$ cat src/rtl/input_conditioner.sv
`default_nettype none
// ============================================================================
// input_conditioner : sync + debounce of cabinet buttons, queued coin pulses
// Revision 1.0
// ============================================================================
module input_conditioner #(
    parameter int DEBOUNCE_CYCLES   = 100000,
    parameter int COIN_PULSE_CYCLES = 500000,
    parameter int COIN_GAP_CYCLES   = 500000
) (
    input  logic       clk,
    input  logic       reset_n,
    input  logic       btn_coinl,
    input  logic       btn_coinr,
    input  logic       btn_start1,
    input  logic       btn_start2,
    input  logic       btn_test,
    output logic       COINL,
    output logic       COINR,
    output logic       STARTJMP1,
    output logic       STARTJMP2,
    output logic       SELFTEST,
    output logic [1:0] coin_pending_l,
    output logic [1:0] coin_pending_r
);

    localparam int c_n_in     = 5;
    localparam int c_deb_w    = $clog2(DEBOUNCE_CYCLES + 1);
    localparam int c_coin_max = (COIN_PULSE_CYCLES > COIN_GAP_CYCLES) ? COIN_PULSE_CYCLES
                                                                      : COIN_GAP_CYCLES;
    localparam int c_coin_w   = (c_coin_max > 1) ? $clog2(c_coin_max) : 1;

    localparam logic [c_deb_w-1:0]  c_deb_last  = c_deb_w'(DEBOUNCE_CYCLES - 1);
    localparam logic [c_coin_w-1:0] c_pulse_ld  = c_coin_w'(COIN_PULSE_CYCLES - 1);
    localparam logic [c_coin_w-1:0] c_gap_ld    = c_coin_w'(COIN_GAP_CYCLES - 1);

    typedef enum logic [1:0] {
        ST_IDLE  = 2'd0,
        ST_PULSE = 2'd1,
        ST_GAP   = 2'd2
    } coin_state_t;

    logic [c_n_in-1:0] w_raw;
    logic [c_n_in-1:0] w_deb;
    logic [1:0]        w_coin;
    logic [1:0]        w_pend [2];
    logic [2:0]        lvl_q;

    // Bit order: coinl, coinr, start1, start2, test
    assign w_raw = {btn_test, btn_start2, btn_start1, btn_coinr, btn_coinl};

    for (genvar gi = 0; gi < c_n_in; gi++) begin : g_deb
        logic [1:0]         sync_q;
        logic               deb_q;
        logic [c_deb_w-1:0] cnt_q;

        always_ff @(posedge clk or negedge reset_n) begin
            if (!reset_n) begin
                sync_q <= 2'b00;
                deb_q  <= 1'b0;
                cnt_q  <= '0;
            end else begin
                sync_q <= {sync_q[0], w_raw[gi]};
                if (sync_q[1] == deb_q) begin
                    cnt_q <= '0;
                end else if (cnt_q == c_deb_last) begin
                    deb_q <= sync_q[1];
                    cnt_q <= '0;
                end else begin
                    cnt_q <= cnt_q + 1'b1;
                end
            end
        end

        assign w_deb[gi] = deb_q;
    end

    always_ff @(posedge clk or negedge reset_n) begin
        if (!reset_n) begin
            lvl_q <= 3'b111;
        end else begin
            lvl_q <= ~w_deb[4:2];
        end
    end

    for (genvar gs = 0; gs < 2; gs++) begin : g_coin
        coin_state_t         state_q;
        logic [c_coin_w-1:0] cnt_q;
        logic                prev_q;
        logic                coin_q;
        logic [1:0]          pend_q;
        logic [1:0]          pend_d;
        logic                w_rise;
        logic                w_consume;
        logic [2:0]          w_pend_sum;

        assign w_rise     = w_deb[gs] & ~prev_q;
        assign w_consume  = (pend_q != 2'd0) &&
                            ((state_q == ST_IDLE) || ((state_q == ST_GAP) && (cnt_q == '0)));
        // A consume implies pend_q >= 1, so the sum never underflows; a full
        // queue with a coincident consume still accepts the new edge.
        assign w_pend_sum = {1'b0, pend_q} + {2'b00, w_rise} - {2'b00, w_consume};
        assign pend_d     = (w_pend_sum > 3'd3) ? 2'd3 : w_pend_sum[1:0];

        always_ff @(posedge clk or negedge reset_n) begin
            if (!reset_n) begin
                state_q <= ST_IDLE;
                cnt_q   <= '0;
                prev_q  <= 1'b0;
                coin_q  <= 1'b1;
                pend_q  <= 2'd0;
            end else begin
                prev_q <= w_deb[gs];
                pend_q <= pend_d;
                case (state_q)
                    ST_IDLE: begin
                        if (w_consume) begin
                            state_q <= ST_PULSE;
                            cnt_q   <= c_pulse_ld;
                            coin_q  <= 1'b0;
                        end
                    end
                    ST_PULSE: begin
                        if (cnt_q == '0) begin
                            state_q <= ST_GAP;
                            cnt_q   <= c_gap_ld;
                            coin_q  <= 1'b1;
                        end else begin
                            cnt_q <= cnt_q - 1'b1;
                        end
                    end
                    ST_GAP: begin
                        if (cnt_q == '0) begin
                            if (w_consume) begin
                                state_q <= ST_PULSE;
                                cnt_q   <= c_pulse_ld;
                                coin_q  <= 1'b0;
                            end else begin
                                state_q <= ST_IDLE;
                            end
                        end else begin
                            cnt_q <= cnt_q - 1'b1;
                        end
                    end
                    default: begin
                        state_q <= ST_IDLE;
                        coin_q  <= 1'b1;
                    end
                endcase
            end
        end

        assign w_coin[gs] = coin_q;
        assign w_pend[gs] = pend_q;
    end

    assign COINL          = w_coin[0];
    assign COINR          = w_coin[1];
    assign STARTJMP1      = lvl_q[0];
    assign STARTJMP2      = lvl_q[1];
    assign SELFTEST       = lvl_q[2];
    assign coin_pending_l = w_pend[0];
    assign coin_pending_r = w_pend[1];

endmodule
`default_nettype wire

$ cat config.mk
export PLATFORM = sky130hd
export DESIGN_NAME = input_conditioner
export DESIGN_NICKNAME = d
export VERILOG_FILES = /design/src/rtl/input_conditioner.sv
export SDC_FILE = /design/constraint.sdc
export NUM_CORES = 1
export LEC_CHECK = 0
export ABC_CLOCK_PERIOD_IN_PS = 8200
export BUFFER_PORTS_ARGS = -buffer_cell sky130_fd_sc_hd__clkbuf_2
export CAP_MARGIN = 20
export CELL_PAD_IN_SITES_DETAIL_PLACEMENT = 1
export CELL_PAD_IN_SITES_GLOBAL_PLACEMENT = 2
export CORE_MARGIN = 4
export CORE_UTILIZATION = 35
export CTS_BUF_LIST = sky130_fd_sc_hd__clkbuf_2 sky130_fd_sc_hd__clkbuf_4 sky130_fd_sc_hd__clkbuf_8
export DETAILED_ROUTE_END_ITERATION = 8
export PLACE_DENSITY = 0.79
export SYNTH_ARGS = -nofsm -noshare
export SYNTH_HDL_FRONTEND = slang
export SYNTH_SLANG_ARGS = --single-unit
$ cat constraint.sdc
create_clock -name clk -period 8.2 [get_ports clk]
set_input_delay 0.41 -clock clk [delete_from_list [all_inputs] [get_ports clk]]
set_output_delay 0.41 -clock clk [all_outputs]
set_load 0.01 [all_outputs]
==> impl_metrics.prom, run 1 <==
# TYPE chip_impl_metric gauge
chip_impl_info{name="status",value="complete, no violations"} 1
chip_impl_metric{name="dr.first_iter.drc_count",unit=""} 267
chip_impl_metric{name="time_the_worst_path_needs_with_i_o_delays_and_setup",unit="ns"} 3.519
chip_impl_metric{name="num_io_pins",unit=""} 16
chip_impl_metric{name="cts_buffer_depth",unit=""} 2
chip_impl_info{name="synthDominantAreaCellType",value="dfrtp_1"} 1
chip_impl_metric{name="synth_cells",unit=""} 829
chip_impl_info{name="rsz0062_at_grt",value="false"} 1
chip_impl_metric{name="dp_cells",unit=""} 1107
chip_impl_metric{name="vias_per_cell",unit=""} 5.151
chip_impl_metric{name="yosys.area.top_type_share",unit="%"} 47.10
chip_impl_metric{name="yosys_warnings",unit=""} 0
chip_impl_metric{name="num_vias",unit=""} 5867
chip_impl_metric{name="power.leakage",unit="nW"} 3.896
chip_impl_metric{name="yosysSeqAreaShare",unit="%"} 48.77
chip_impl_metric{name="total_congestion_overflow_after_global_routing",unit=""} 0
chip_impl_metric{name="post-cts-setup-buffer-count",unit=""} 0
chip_impl_metric{name="post-route-period-util",unit="%"} 42.92
chip_impl_metric{name="yosysUniqueCellTypes",unit=""} 63
chip_impl_metric{name="cts_inserted_buffers",unit=""} 17
chip_impl_metric{name="yosys_register_bits",unit=""} 153
chip_impl_metric{name="area_growth_syn_to_layout",unit="%"} 9.133
chip_impl_metric{name="worstSkewPairLatency",unit="ns"} 0.46
chip_impl_info{name="cts-root-buf",value="clkbuf_8"} 1
chip_impl_metric{name="report.final.setup_viol",unit=""} 0
chip_impl_metric{name="power_density_over_the_cells",unit="nW/um^2"} 157.2
chip_impl_metric{name="irDropWorstVdd",unit="mV"} 0.09362
chip_impl_metric{name="relSlewSlack",unit="%"} 41.14
chip_impl_metric{name="finalHoldWorstSlack",unit="ns"} 0.04209
chip_impl_metric{name="die_height",unit="um"} 157.9
chip_impl_metric{name="avgRoutedWirePerCell",unit="um"} 14.98
chip_impl_metric{name="gr_usage_total",unit="%"} 14.69
chip_impl_metric{name="antenna_left",unit=""} 0
chip_impl_metric{name="drive_above_1_share",unit="%"} 8.615
chip_impl_metric{name="timing.clock.skew",unit="ns"} 0.01495
chip_impl_metric{name="ctsResizeCount",unit=""} 0
chip_impl_metric{name="final-hold-violation-count",unit=""} 0
chip_impl_info{name="hold_class",value="primary input to asynchronous set/reset pin"} 1
chip_impl_metric{name="fp-row-count",unit=""} 54
chip_impl_metric{name="first_pass_iters",unit=""} 4
chip_impl_info{name="yosys_most_used_dff",value="dfrtp_1"} 1
chip_impl_metric{name="vias_in_the_first_global_route",unit=""} 6106
chip_impl_metric{name="grt_antenna_before_repair",unit=""} 0
chip_impl_info{name="synth.area.top_cells",value="dfrtp_1 (47%), nor2_1 (6.9%), xor2_1 (6.5%)"} 1
chip_impl_metric{name="synthesized_area",unit="um^2"} 7864
chip_impl_metric{name="timing.critical_path.fanout_max",unit=""} 12
chip_impl_metric{name="portBuffers",unit=""} 15
chip_impl_metric{name="multiInputGateArea",unit="um^2"} 3849
chip_impl_metric{name="antenna_cells",unit=""} 0
chip_impl_metric{name="initial_utilization",unit="%"} 35.81
chip_impl_metric{name="final_design_utilization",unit="%"} 39.08
chip_impl_info{name="tritoncts",value="done"} 1
chip_impl_metric{name="fmax",unit="MHz"} 284.2
chip_impl_info{name="setup.worst_path.class",value="flip-flop to flip-flop"} 1
chip_impl_metric{name="core_area",unit="um^2"} 21960
chip_impl_metric{name="holdBufCountCts",unit=""} 0
chip_impl_metric{name="floorplan.die_area",unit="um^2"} 24930
chip_impl_metric{name="fin_nets",unit=""} 877
chip_impl_metric{name="remaining_drc_errors",unit=""} 0
chip_impl_metric{name="cts_htree_levels",unit=""} 4
chip_impl_info{name="startpoint_type_of_the_worst_setup_path",value="flip-flop"} 1
chip_impl_metric{name="postSynth.asyncResetShare",unit="%"} 100.0
chip_impl_metric{name="cp_data_arrival_time",unit="ns"} 3.86
chip_impl_metric{name="dp_hpwl",unit="um"} 11580
chip_impl_metric{name="floorplan.die.width",unit="um"} 157.9
chip_impl_metric{name="place.gp.congestion",unit=""} 0.7581
chip_impl_metric{name="postRouteWirelength",unit="um"} 17060
chip_impl_metric{name="synth_fp_nets",unit=""} 860
chip_impl_metric{name="critical_path_required_time",unit="ns"} 8.54
chip_impl_metric{name="tritoncts_num_sinks",unit=""} 153
chip_impl_metric{name="fillers",unit=""} 2498
chip_impl_info{name="synth_commonest_cells",value="dfrtp_1 (148), nor2_1 (144), nand2_1 (71)"} 1
chip_impl_metric{name="syn_area_per_cell",unit="um^2"} 9.486
chip_impl_info{name="synth.most_common_cell",value="dfrtp_1"} 1
chip_impl_metric{name="maxCapViolations",unit=""} 0
chip_impl_metric{name="cts.clk_slew.worst_paths",unit="ns"} 0.09
chip_impl_metric{name="synth_enable_flop_cells",unit=""} 0
chip_impl_metric{name="register_area",unit="um^2"} 3835
chip_impl_metric{name="timing.setup.tns",unit="ns"} 0
chip_impl_metric{name="grt_max_degree",unit=""} 94
chip_impl_info{name="worstSetupEndpointType",value="flip-flop"} 1
chip_impl_metric{name="grt_pass1_wl",unit="um"} 30020
chip_impl_metric{name="finalNonFillerCells",unit=""} 1139
chip_impl_metric{name="slew_viol_final",unit=""} 0
chip_impl_metric{name="slew_at_the_pin_closest_to_its_max_slew_limit",unit="ns"} 0.8829
==> registers in the layout, summed over array words and instances (netlist names), 2 cells and up <==
register	count
g_deb.cnt_q	85
g_coin.cnt_q	38
coin_pending_l	2
g_coin.state_q	4
lvl_q	3
g_deb.sync_q	10
g_deb.deb_q	5
g_coin.prev_q	2
coin_pending_r	2
==> through the flow <==
step           setup WS [ns]  instance area (um^2)  total power [mW]
3_3_place_gp           4.729                  8220            0.8217
3_5_place_dp           4.669                  8220            0.8230
4_1_cts                4.658                  8582             1.376
6_report               4.681                  8582             1.349
5_1_grt                4.441                  8582             1.415
2_1_floorplan          5.118                  7864            0.7992
==> power by group <==
group          internal, mW  total (mW)  switching [mW]  leakage [nW]
Clock                 0.228       0.543           0.315         0.184
Combinational       0.00883      0.0360          0.0272          1.63
Sequential            0.762       0.769         0.00700          2.08
==> critical path, cell delays in order (launching register included) <==
cell and delay [ns]:
dfrtp_1 0.47, or4_4 0.60, or4_4 0.58, o31a_1 0.46
inv_1 0.20, ha_1 0.24, inv_1 0.05, ha_1 0.13
inv_1 0.04, fa_1 0.37, xnor2_1 0.19, nand2_1 0.08
==> logic make-up (layout without fill, tap and decap cells) <==
logic type                 Yosys count  count (layout)  share of synthesized area, %
buffers and inverters               44              74                         2.291
xor gates and xnor gates            89              89                         9.913
DFF                                153             153                         48.77
muxes                                6               6                        0.8591
adders and majority gates           24              24                         4.010
and+or+nand+nor                    380             380                         23.21
AOI/OAI and AO/OA                  133             133                         10.95
==> area by class of cell <==
class / count / area share, %
multi-input combinational: 632 / 44.85
timing repair buffer: 16 / 1.035
sequential: 153 / 44.69
tap: 280 / 4.082
clock buffer: 19 / 2.974
inverter: 26 / 1.137
clock inverter: 13 / 1.239
==> cell usage in the layout, fill, tap and decap left out, types with 7 or more instances in the layout <==
cell,count
inv_1,25
dfrtp_1,148
clkbuf_2,14
nand3_1,40
and2_1,8
nand2b_1,12
xor2_1,58
xnor2_1,31
a31oi_1,8
and3_1,11
a21oi_1,33
a2bb2oi_1,7
nor3_1,29
and4_1,7
nand4_1,16
nor2_1,144
nor4_1,14
nand2_1,71
o21ai_0,37
ha_1,22
o31ai_1,9
clkbuf_8,18
==> routing by layer <==
metal  routed length (um)  part of all wire, %  vias up  track usage (%)
li1                     -                    -     2910                -
met1                 8504                   50     2909            19.93
met2                 8059                   47       36            24.04
met3                  324                  1.9       12            2.980
met4                  174                  1.0        0            4.056
met5                    0                    0        -                0
==> final timing paths <==
path                       slack, ns  depth (start not counted)                          endpoint                            from
max in group asynchronous       6.86                          2      g_deb[0].cnt_q[11]$_DFF_PN0_                         reset_n
min                             0.04                          1  g_coin[0].state_q[1]$_DFFE_PN0P_                         reset_n
max                             4.68                         11       coin_pending_l[1]$_DFF_PN0_  g_coin[0].cnt_q[4]$_DFFE_PN0P_
min in group clk                0.05                          1      g_deb[2].sync_q[0]$_DFF_PN0_                      btn_start1
min reg2reg                     0.36                          0      g_deb[0].sync_q[1]$_DFF_PN0_    g_deb[0].sync_q[0]$_DFF_PN0_
max reg2reg                     4.68                         11       coin_pending_l[1]$_DFF_PN0_  g_coin[0].cnt_q[4]$_DFFE_PN0P_
No activity file was read; power rests on OpenSTA's default activity.
==> run 2: changes to the inputs <==
--- a/config.mk
+++ b/config.mk
@@ -5,7 +5,7 @@
 export SDC_FILE = /design/constraint.sdc
 export NUM_CORES = 1
 export LEC_CHECK = 0
-export ABC_CLOCK_PERIOD_IN_PS = 8200
+export ABC_CLOCK_PERIOD_IN_PS = 3350
 export BUFFER_PORTS_ARGS = -buffer_cell sky130_fd_sc_hd__clkbuf_2
 export CAP_MARGIN = 20
 export CELL_PAD_IN_SITES_DETAIL_PLACEMENT = 1
==> constraint.sdc (replaced) <==
create_clock -name clk -period 3.35 [get_ports clk]
set_input_delay 0.1675 -clock clk [delete_from_list [all_inputs] [get_ports clk]]
set_output_delay 0.1675 -clock clk [all_outputs]
set_load 0.01 [all_outputs]
==> impl_metrics.prom, run 2 (same netlist as run 1, synthesis figures left out) <==
# TYPE chip_impl_metric gauge
chip_impl_metric{name="maxCapViolations",unit=""} 0
chip_impl_metric{name="cts_htree_levels",unit=""} 4
chip_impl_metric{name="grt_pass1_wl",unit="um"} 30780
chip_impl_metric{name="floorplan.die.width",unit="um"} 157.9
chip_impl_metric{name="design_power_total",unit="mW"} 3.470
chip_impl_metric{name="total_congestion_overflow_after_global_routing",unit=""} 0
chip_impl_metric{name="cts.clk_slew.worst_paths",unit="ns"} 0.09
chip_impl_metric{name="grt_antenna_before_repair",unit=""} 0
chip_impl_metric{name="fillers",unit=""} 2493
chip_impl_metric{name="num_io_pins",unit=""} 16
chip_impl_metric{name="cp_data_arrival_time",unit="ns"} 3.48
chip_impl_info{name="registers.top_by_ff_count",value="g_deb.cnt_q"} 1
chip_impl_metric{name="relSlewSlack",unit="%"} 43.26
chip_impl_metric{name="largest_register_ffs",unit=""} 85
chip_impl_info{name="cts-root-buf",value="clkbuf_8"} 1
chip_impl_metric{name="core_area",unit="um^2"} 21960
chip_impl_info{name="worstSetupEndpoint",value="coin_pending_l[0]$_DFF_PN0_"} 1
chip_impl_metric{name="vias_in_the_first_global_route",unit=""} 6221
chip_impl_metric{name="timing.clock.skew",unit="ns"} 0.01767
chip_impl_metric{name="remaining_drc_errors",unit=""} 0
chip_impl_metric{name="post-route-period-util",unit="%"} 93.50
chip_impl_metric{name="die_height",unit="um"} 157.9
chip_impl_info{name="r2r_start",value="g_coin[0].cnt_q[5]$_DFFE_PN0P_"} 1
chip_impl_metric{name="post-route-worst-setup-slack",unit="ns"} 0.2176
chip_impl_metric{name="cts_inserted_buffers",unit=""} 17
chip_impl_info{name="hold_class",value="primary input to asynchronous set/reset pin"} 1
chip_impl_metric{name="worstSkewPairLatency",unit="ns"} 0.46
chip_impl_metric{name="final_design_utilization",unit="%"} 40.13
chip_impl_metric{name="r2r.worst_path.cells",unit=""} 11
chip_impl_metric{name="irDropWorstVdd",unit="mV"} 0.2242
chip_impl_info{name="layout_commonest_cell",value="dfrtp_1"} 1
chip_impl_metric{name="fp-row-count",unit=""} 54
chip_impl_metric{name="fmax",unit="MHz"} 319.2
chip_impl_metric{name="time_the_worst_path_needs_with_i_o_delays_and_setup",unit="ns"} 3.132
chip_impl_metric{name="drive_above_1_share",unit="%"} 10.23
chip_impl_metric{name="final-hold-violation-count",unit=""} 0
chip_impl_metric{name="timing.critical_path.fanout_max",unit=""} 6
chip_impl_metric{name="slew_viol_final",unit=""} 0
chip_impl_info{name="rsz0062_at_grt",value="false"} 1
chip_impl_metric{name="power.leakage",unit="nW"} 4.015
chip_impl_metric{name="antenna_left",unit=""} 0
chip_impl_info{name="reg.largest.list",value="g_deb.cnt_q x85, g_coin.cnt_q x38, g_deb.sync_q x10"} 1
chip_impl_info{name="critical_path.reg2reg.endpoint",value="coin_pending_l[0]$_DFF_PN0_"} 1
chip_impl_metric{name="tritoncts_num_sinks",unit=""} 153
chip_impl_metric{name="grt_max_degree",unit=""} 82
chip_impl_metric{name="ff2ff_setup_slack",unit="ns"} 0.22
chip_impl_metric{name="area_growth_syn_to_layout",unit="%"} 12.06
chip_impl_info{name="startpoint_type_of_the_worst_setup_path",value="flip-flop"} 1
chip_impl_info{name="worstSetupEndpointType",value="flip-flop"} 1
chip_impl_metric{name="critical_path_required_time",unit="ns"} 3.70
chip_impl_metric{name="antenna_cells",unit=""} 0
chip_impl_metric{name="report.final.setup_viol",unit=""} 0
chip_impl_metric{name="gr_usage_total",unit="%"} 14.91
chip_impl_metric{name="dp_hpwl",unit="um"} 11840
chip_impl_info{name="worstSetupStartpoint",value="g_coin[0].cnt_q[5]$_DFFE_PN0P_"} 1
chip_impl_metric{name="slew_at_the_pin_closest_to_its_max_slew_limit",unit="ns"} 0.8510
chip_impl_metric{name="dr.first_iter.drc_count",unit=""} 224
chip_impl_metric{name="finalHoldWorstSlack",unit="ns"} 0.3399
chip_impl_metric{name="place.gp.congestion",unit=""} 0.7813
chip_impl_info{name="setup.worst_path.class",value="flip-flop to flip-flop"} 1
chip_impl_info{name="layout.cells.most_common_list",value="dfrtp_1 (148), nor2_1 (144), nand2_1 (71)"} 1
chip_impl_metric{name="power_density_over_the_cells",unit="nW/um^2"} 393.8
chip_impl_info{name="status",value="complete, no violations"} 1
chip_impl_metric{name="postRouteWirelength",unit="um"} 17200
chip_impl_metric{name="initial_utilization",unit="%"} 35.81
chip_impl_metric{name="dp_worst_setup_slack",unit="ns"} 0.1808
chip_impl_metric{name="floorplan.die_area",unit="um^2"} 24930
chip_impl_metric{name="cts_buffer_depth",unit=""} 2
chip_impl_metric{name="portBuffers",unit=""} 15
chip_impl_metric{name="first_pass_iters",unit=""} 4
chip_impl_info{name="tritoncts",value="done"} 1
chip_impl_metric{name="timing.setup.tns",unit="ns"} 0
chip_impl_metric{name="vias_per_cell",unit=""} 5.150
chip_impl_metric{name="avgRoutedWirePerCell",unit="um"} 14.83
chip_impl_metric{name="fin_nets",unit=""} 898
chip_impl_metric{name="num_vias",unit=""} 5974
## run 2: cell types whose count changed in the layout (fill, tap and decap cells not counted), moves of 2 or more
cell and change:
dlygate4sd3_1 +6, clkinv_2 -2, bufinv_16 +2, clkinv_4 +2
buf_4 +15
## run 2: worst min-delay path by stage
stage	end	slack, ns	from	cells past startpoint
after floorplan	coin_pending_l[0]$_DFF_PN0_	-0.13	reset_n	0
after global placement	g_deb[0].sync_q[0]$_DFF_PN0_	0.28	btn_coinl	1
after detailed placement	g_deb[0].sync_q[0]$_DFF_PN0_	0.28	btn_coinl	1
after CTS	g_deb[4].sync_q[0]$_DFF_PN0_	0.32	btn_test	2
after global routing	g_deb[2].sync_q[0]$_DFF_PN0_	0.35	btn_start1	2
final	g_coin[0].state_q[1]$_DFFE_PN0P_	0.34	reset_n	2
## run 2: per-stage QoR
step                instance area [um^2]  std cells
finish                              8812       1160
CTS                                 8805       1160
global route                        8812       1160
global placement                    8333       1122
detailed placement                  8333       1122
floorplan                           7864        829
## run 2: where the power goes
part,switching (mW),internal [mW]
Combinational,0.0685,0.0283
Clock,0.799,0.691
Sequential,0.0170,1.87
Total,0.885,2.59
## run 2: layout make-up
class,count,area [um^2],area share [%]
repair buffers,37,261.5,2.967
well taps,280,350.3,3.976
clock buffers,17,234.0,2.655
inverters,26,97.59,1.107
multi-input cells,632,3856,43.76
clock inverters,15,177.7,2.016
flip-flops and latches,153,3835,43.52
## run 2: critical path, cell delays in order (launching register included)
cell	delay (ns)
dfrtp_1	0.44
or4_4	0.57
or4_4	0.51
o31a_1	0.27
inv_1	0.13
ha_1	0.25
inv_1	0.05
ha_1	0.13
inv_1	0.04
fa_1	0.40
xnor2_2	0.16
nand2b_1	0.08
## run 2: layer usage
metal	GRT usage (%)	vias up	wire length, um
met4	3.769	0	176
met2	24.22	53	8073
met1	20.57	2952	8579
met5	0	-	0
met3	2.925	18	371
li1	-	2951	-
## run 2: timing repair
action / in CTS / in global routing
setup endpoints to repair: 0 / 2
setup buffers: 0 / 0
resized for setup: 0 / 1
hold endpoints to repair: 81 / 0
hold buffers: 6 / 0
==> run 3: changes to the inputs <==
--- a/config.mk
+++ b/config.mk
@@ -6,15 +6,16 @@
 export NUM_CORES = 1
 export LEC_CHECK = 0
 export ABC_CLOCK_PERIOD_IN_PS = 3350
-export BUFFER_PORTS_ARGS = -buffer_cell sky130_fd_sc_hd__clkbuf_2
 export CAP_MARGIN = 20
 export CELL_PAD_IN_SITES_DETAIL_PLACEMENT = 1
 export CELL_PAD_IN_SITES_GLOBAL_PLACEMENT = 2
+export CORE_ASPECT_RATIO = 2
 export CORE_MARGIN = 4
 export CORE_UTILIZATION = 35
 export CTS_BUF_LIST = sky130_fd_sc_hd__clkbuf_2 sky130_fd_sc_hd__clkbuf_4 sky130_fd_sc_hd__clkbuf_8
 export DETAILED_ROUTE_END_ITERATION = 8
-export PLACE_DENSITY = 0.79
+export DONT_BUFFER_PORTS = 1
+export PLACE_DENSITY = 0.78
 export SYNTH_ARGS = -nofsm -noshare
 export SYNTH_HDL_FRONTEND = slang
 export SYNTH_SLANG_ARGS = --single-unit
==> impl_metrics.prom, run 3 (same netlist as run 1, synthesis figures left out) <==
# TYPE chip_impl_metric gauge
chip_impl_metric{name="tritoncts_num_sinks",unit=""} 153
chip_impl_metric{name="place.gp.congestion",unit=""} 0.7866
chip_impl_metric{name="remaining_drc_errors",unit=""} 0
chip_impl_info{name="worstSetupEndpointType",value="flip-flop"} 1
chip_impl_info{name="registers.top_by_ff_count",value="g_deb.cnt_q"} 1
chip_impl_info{name="reg.largest.list",value="g_deb.cnt_q x85, g_coin.cnt_q x38, g_deb.sync_q x10"} 1
chip_impl_metric{name="relSlewSlack",unit="%"} 39.15
chip_impl_metric{name="drive_above_1_share",unit="%"} 8.575
chip_impl_metric{name="fp-row-count",unit=""} 77
chip_impl_metric{name="finalNonFillerCells",unit=""} 1139
chip_impl_metric{name="initial_utilization",unit="%"} 35.49
chip_impl_metric{name="die_height",unit="um"} 220.0
chip_impl_metric{name="power.leakage",unit="nW"} 3.925
chip_impl_metric{name="avgRoutedWirePerCell",unit="um"} 16.38
chip_impl_metric{name="worstSkewPairLatency",unit="ns"} 0.47
chip_impl_metric{name="timing.clock.skew",unit="ns"} 0.01078
chip_impl_metric{name="finalHoldWorstSlack",unit="ns"} -0.6197
chip_impl_metric{name="antenna_left",unit=""} 0
chip_impl_metric{name="maxCapViolations",unit=""} 0
chip_impl_metric{name="area_growth_syn_to_layout",unit="%"} 10.47
chip_impl_info{name="setup.worst_path.class",value="flip-flop to flip-flop"} 1
chip_impl_metric{name="dp_hpwl",unit="um"} 13350
chip_impl_info{name="layout.cells.most_common_list",value="dfrtp_1 (148), nor2_1 (144), nand2_1 (71)"} 1
chip_impl_metric{name="slew_at_the_pin_closest_to_its_max_slew_limit",unit="ns"} 0.9087
chip_impl_info{name="hold_class",value="primary input to asynchronous set/reset pin"} 1
chip_impl_metric{name="power_density_over_the_cells",unit="nW/um^2"} 387.2
chip_impl_info{name="cts-root-buf",value="clkbuf_8"} 1
chip_impl_metric{name="floorplan.die_area",unit="um^2"} 25080
chip_impl_metric{name="cts.clk_slew.worst_paths",unit="ns"} 0.09
chip_impl_metric{name="floorplan.die.width",unit="um"} 114.0
chip_impl_metric{name="post-route-worst-setup-slack",unit="ns"} 0.2104
chip_impl_metric{name="vias_in_the_first_global_route",unit=""} 6637
chip_impl_metric{name="gr_usage_total",unit="%"} 15.97
chip_impl_info{name="tritoncts",value="done"} 1
chip_impl_metric{name="final-hold-violation-count",unit=""} 153
chip_impl_metric{name="postRouteWirelength",unit="um"} 18660
chip_impl_metric{name="critical_path_required_time",unit="ns"} 3.71
chip_impl_metric{name="portBuffers",unit=""} 0
chip_impl_metric{name="layout.cell_area.non_filler",unit="um^2"} 8687
chip_impl_metric{name="timing.critical_path.fanout_max",unit=""} 6
chip_impl_metric{name="cts_htree_levels",unit=""} 4
chip_impl_metric{name="grt_max_degree",unit=""} 154
chip_impl_metric{name="dr.first_iter.drc_count",unit=""} 167
chip_impl_metric{name="num_vias",unit=""} 6024
chip_impl_metric{name="irDropWorstVdd",unit="mV"} 0.2505
chip_impl_info{name="startpoint_type_of_the_worst_setup_path",value="flip-flop"} 1
chip_impl_metric{name="post-cts-setup-buffer-count",unit=""} 0
chip_impl_metric{name="grt_pass1_wl",unit="um"} 32330
chip_impl_metric{name="cp_data_arrival_time",unit="ns"} 3.50
chip_impl_metric{name="grt_antenna_before_repair",unit=""} 0
chip_impl_metric{name="fin_nets",unit=""} 881
chip_impl_metric{name="dp_worst_setup_slack",unit="ns"} 0.1838
chip_impl_metric{name="time_the_worst_path_needs_with_i_o_delays_and_setup",unit="ns"} 3.140
chip_impl_metric{name="num_io_pins",unit=""} 16
chip_impl_metric{name="dp_cells",unit=""} 1102
chip_impl_metric{name="first_pass_iters",unit=""} 4
chip_impl_metric{name="core_area",unit="um^2"} 22160
chip_impl_metric{name="slew_viol_final",unit=""} 0
chip_impl_info{name="status",value="finished with violations"} 1
chip_impl_metric{name="cts_inserted_buffers",unit=""} 17
chip_impl_info{name="violations",value="hold timing"} 1
chip_impl_metric{name="total_congestion_overflow_after_global_routing",unit=""} 0
chip_impl_metric{name="largest_register_ffs",unit=""} 85
chip_impl_metric{name="cts_buffer_depth",unit=""} 2
chip_impl_metric{name="vias_per_cell",unit=""} 5.289
chip_impl_metric{name="fillers",unit=""} 2569
chip_impl_metric{name="fmax",unit="MHz"} 318.5
chip_impl_metric{name="post-route-period-util",unit="%"} 93.72
chip_impl_metric{name="placed_cell_area",unit="um^2"} 8239
chip_impl_info{name="layout_commonest_cell",value="dfrtp_1"} 1
chip_impl_metric{name="holdBufCountCts",unit=""} 5
chip_impl_metric{name="timing.setup.tns",unit="ns"} 0
chip_impl_info{name="rsz0062_at_grt",value="false"} 1
chip_impl_metric{name="report.final.setup_viol",unit=""} 0
chip_impl_metric{name="antenna_cells",unit=""} 0
==> run 3: per-layer routing <==
layer  global-route usage [%]  part of all wire [%]
met1                    16.24                    38
met2                    30.91                    58
met3                    3.325                   1.8
met4                    6.381                   2.8
met5                        0                     0
==> run 3: repair_timing <==
item / CTS / global route
endpoints found under the setup margin: 0 / 1
endpoints found under the hold margin: 158 / 153
resized for setup: 0 / 1
==> run 3: stage by stage <==
step	hold slack, ns	total power [mW]	util, %
2_1_floorplan	-0.1281	1.956	-
3_3_place_gp	-0.1190	1.969	37.18
3_5_place_dp	-0.1185	1.971	37.18
4_1_cts	-0.6695	3.437	39.17
5_1_grt	-0.6711	3.517	39.20
6_report	-0.6197	3.363	39.20
==> run 3: final timing paths <==
check | start | cells past startpoint | slack [ns] | to
worst max-delay path | g_coin[0].cnt_q[5]$_DFFE_PN0P_ | 11 | 0.21 | coin_pending_l[0]$_DFF_PN0_
worst min-delay path | reset_n | 0 | -0.62 | g_coin[0].cnt_q[11]$_DFFE_PN0P_
worst max register to register | g_coin[0].cnt_q[5]$_DFFE_PN0P_ | 11 | 0.21 | coin_pending_l[0]$_DFF_PN0_
worst min register to register | g_deb[0].sync_q[0]$_DFF_PN0_ | 0 | 0.36 | g_deb[0].sync_q[1]$_DFF_PN0_
max in group asynchronous | reset_n | 0 | 3.57 | lvl_q[2]$_DFF_PN1_
min in group clk | btn_coinr | 1 | 0.24 | g_deb[1].sync_q[0]$_DFF_PN0_
==> run 3: power by group <==
part / total (mW) / internal [mW] / switching [mW] / leakage [nW]
sequential: 1.88 / 1.87 / 0.0175 / 2.08
combinational: 0.0529 / 0.0217 / 0.0312 / 1.65
clock: 1.43 / 0.615 / 0.811 / 0.190
==> run 3: final cells by class <==
type	instances	area, um^2	share of cell area [%]
Clock inverter	15	156.4	1.800
Timing Repair Buffer	20	162.7	1.872
Inverter	26	97.59	1.123
Tap cell	276	345.3	3.975
Clock buffer	17	234.0	2.693
Multi-Input combinational cell	632	3856	44.39
Sequential cell	153	3835	44.15
==> run 3: critical path, stage by stage, from the launching register on <==
cell and delay [ns]:
dfrtp_1 0.44, or4_4 0.58, or4_4 0.51, o31a_1 0.26, inv_1 0.13, ha_1 0.24
inv_1 0.06, ha_1 0.13, inv_1 0.05, fa_1 0.40, xnor2_2 0.16, nand2b_1 0.07
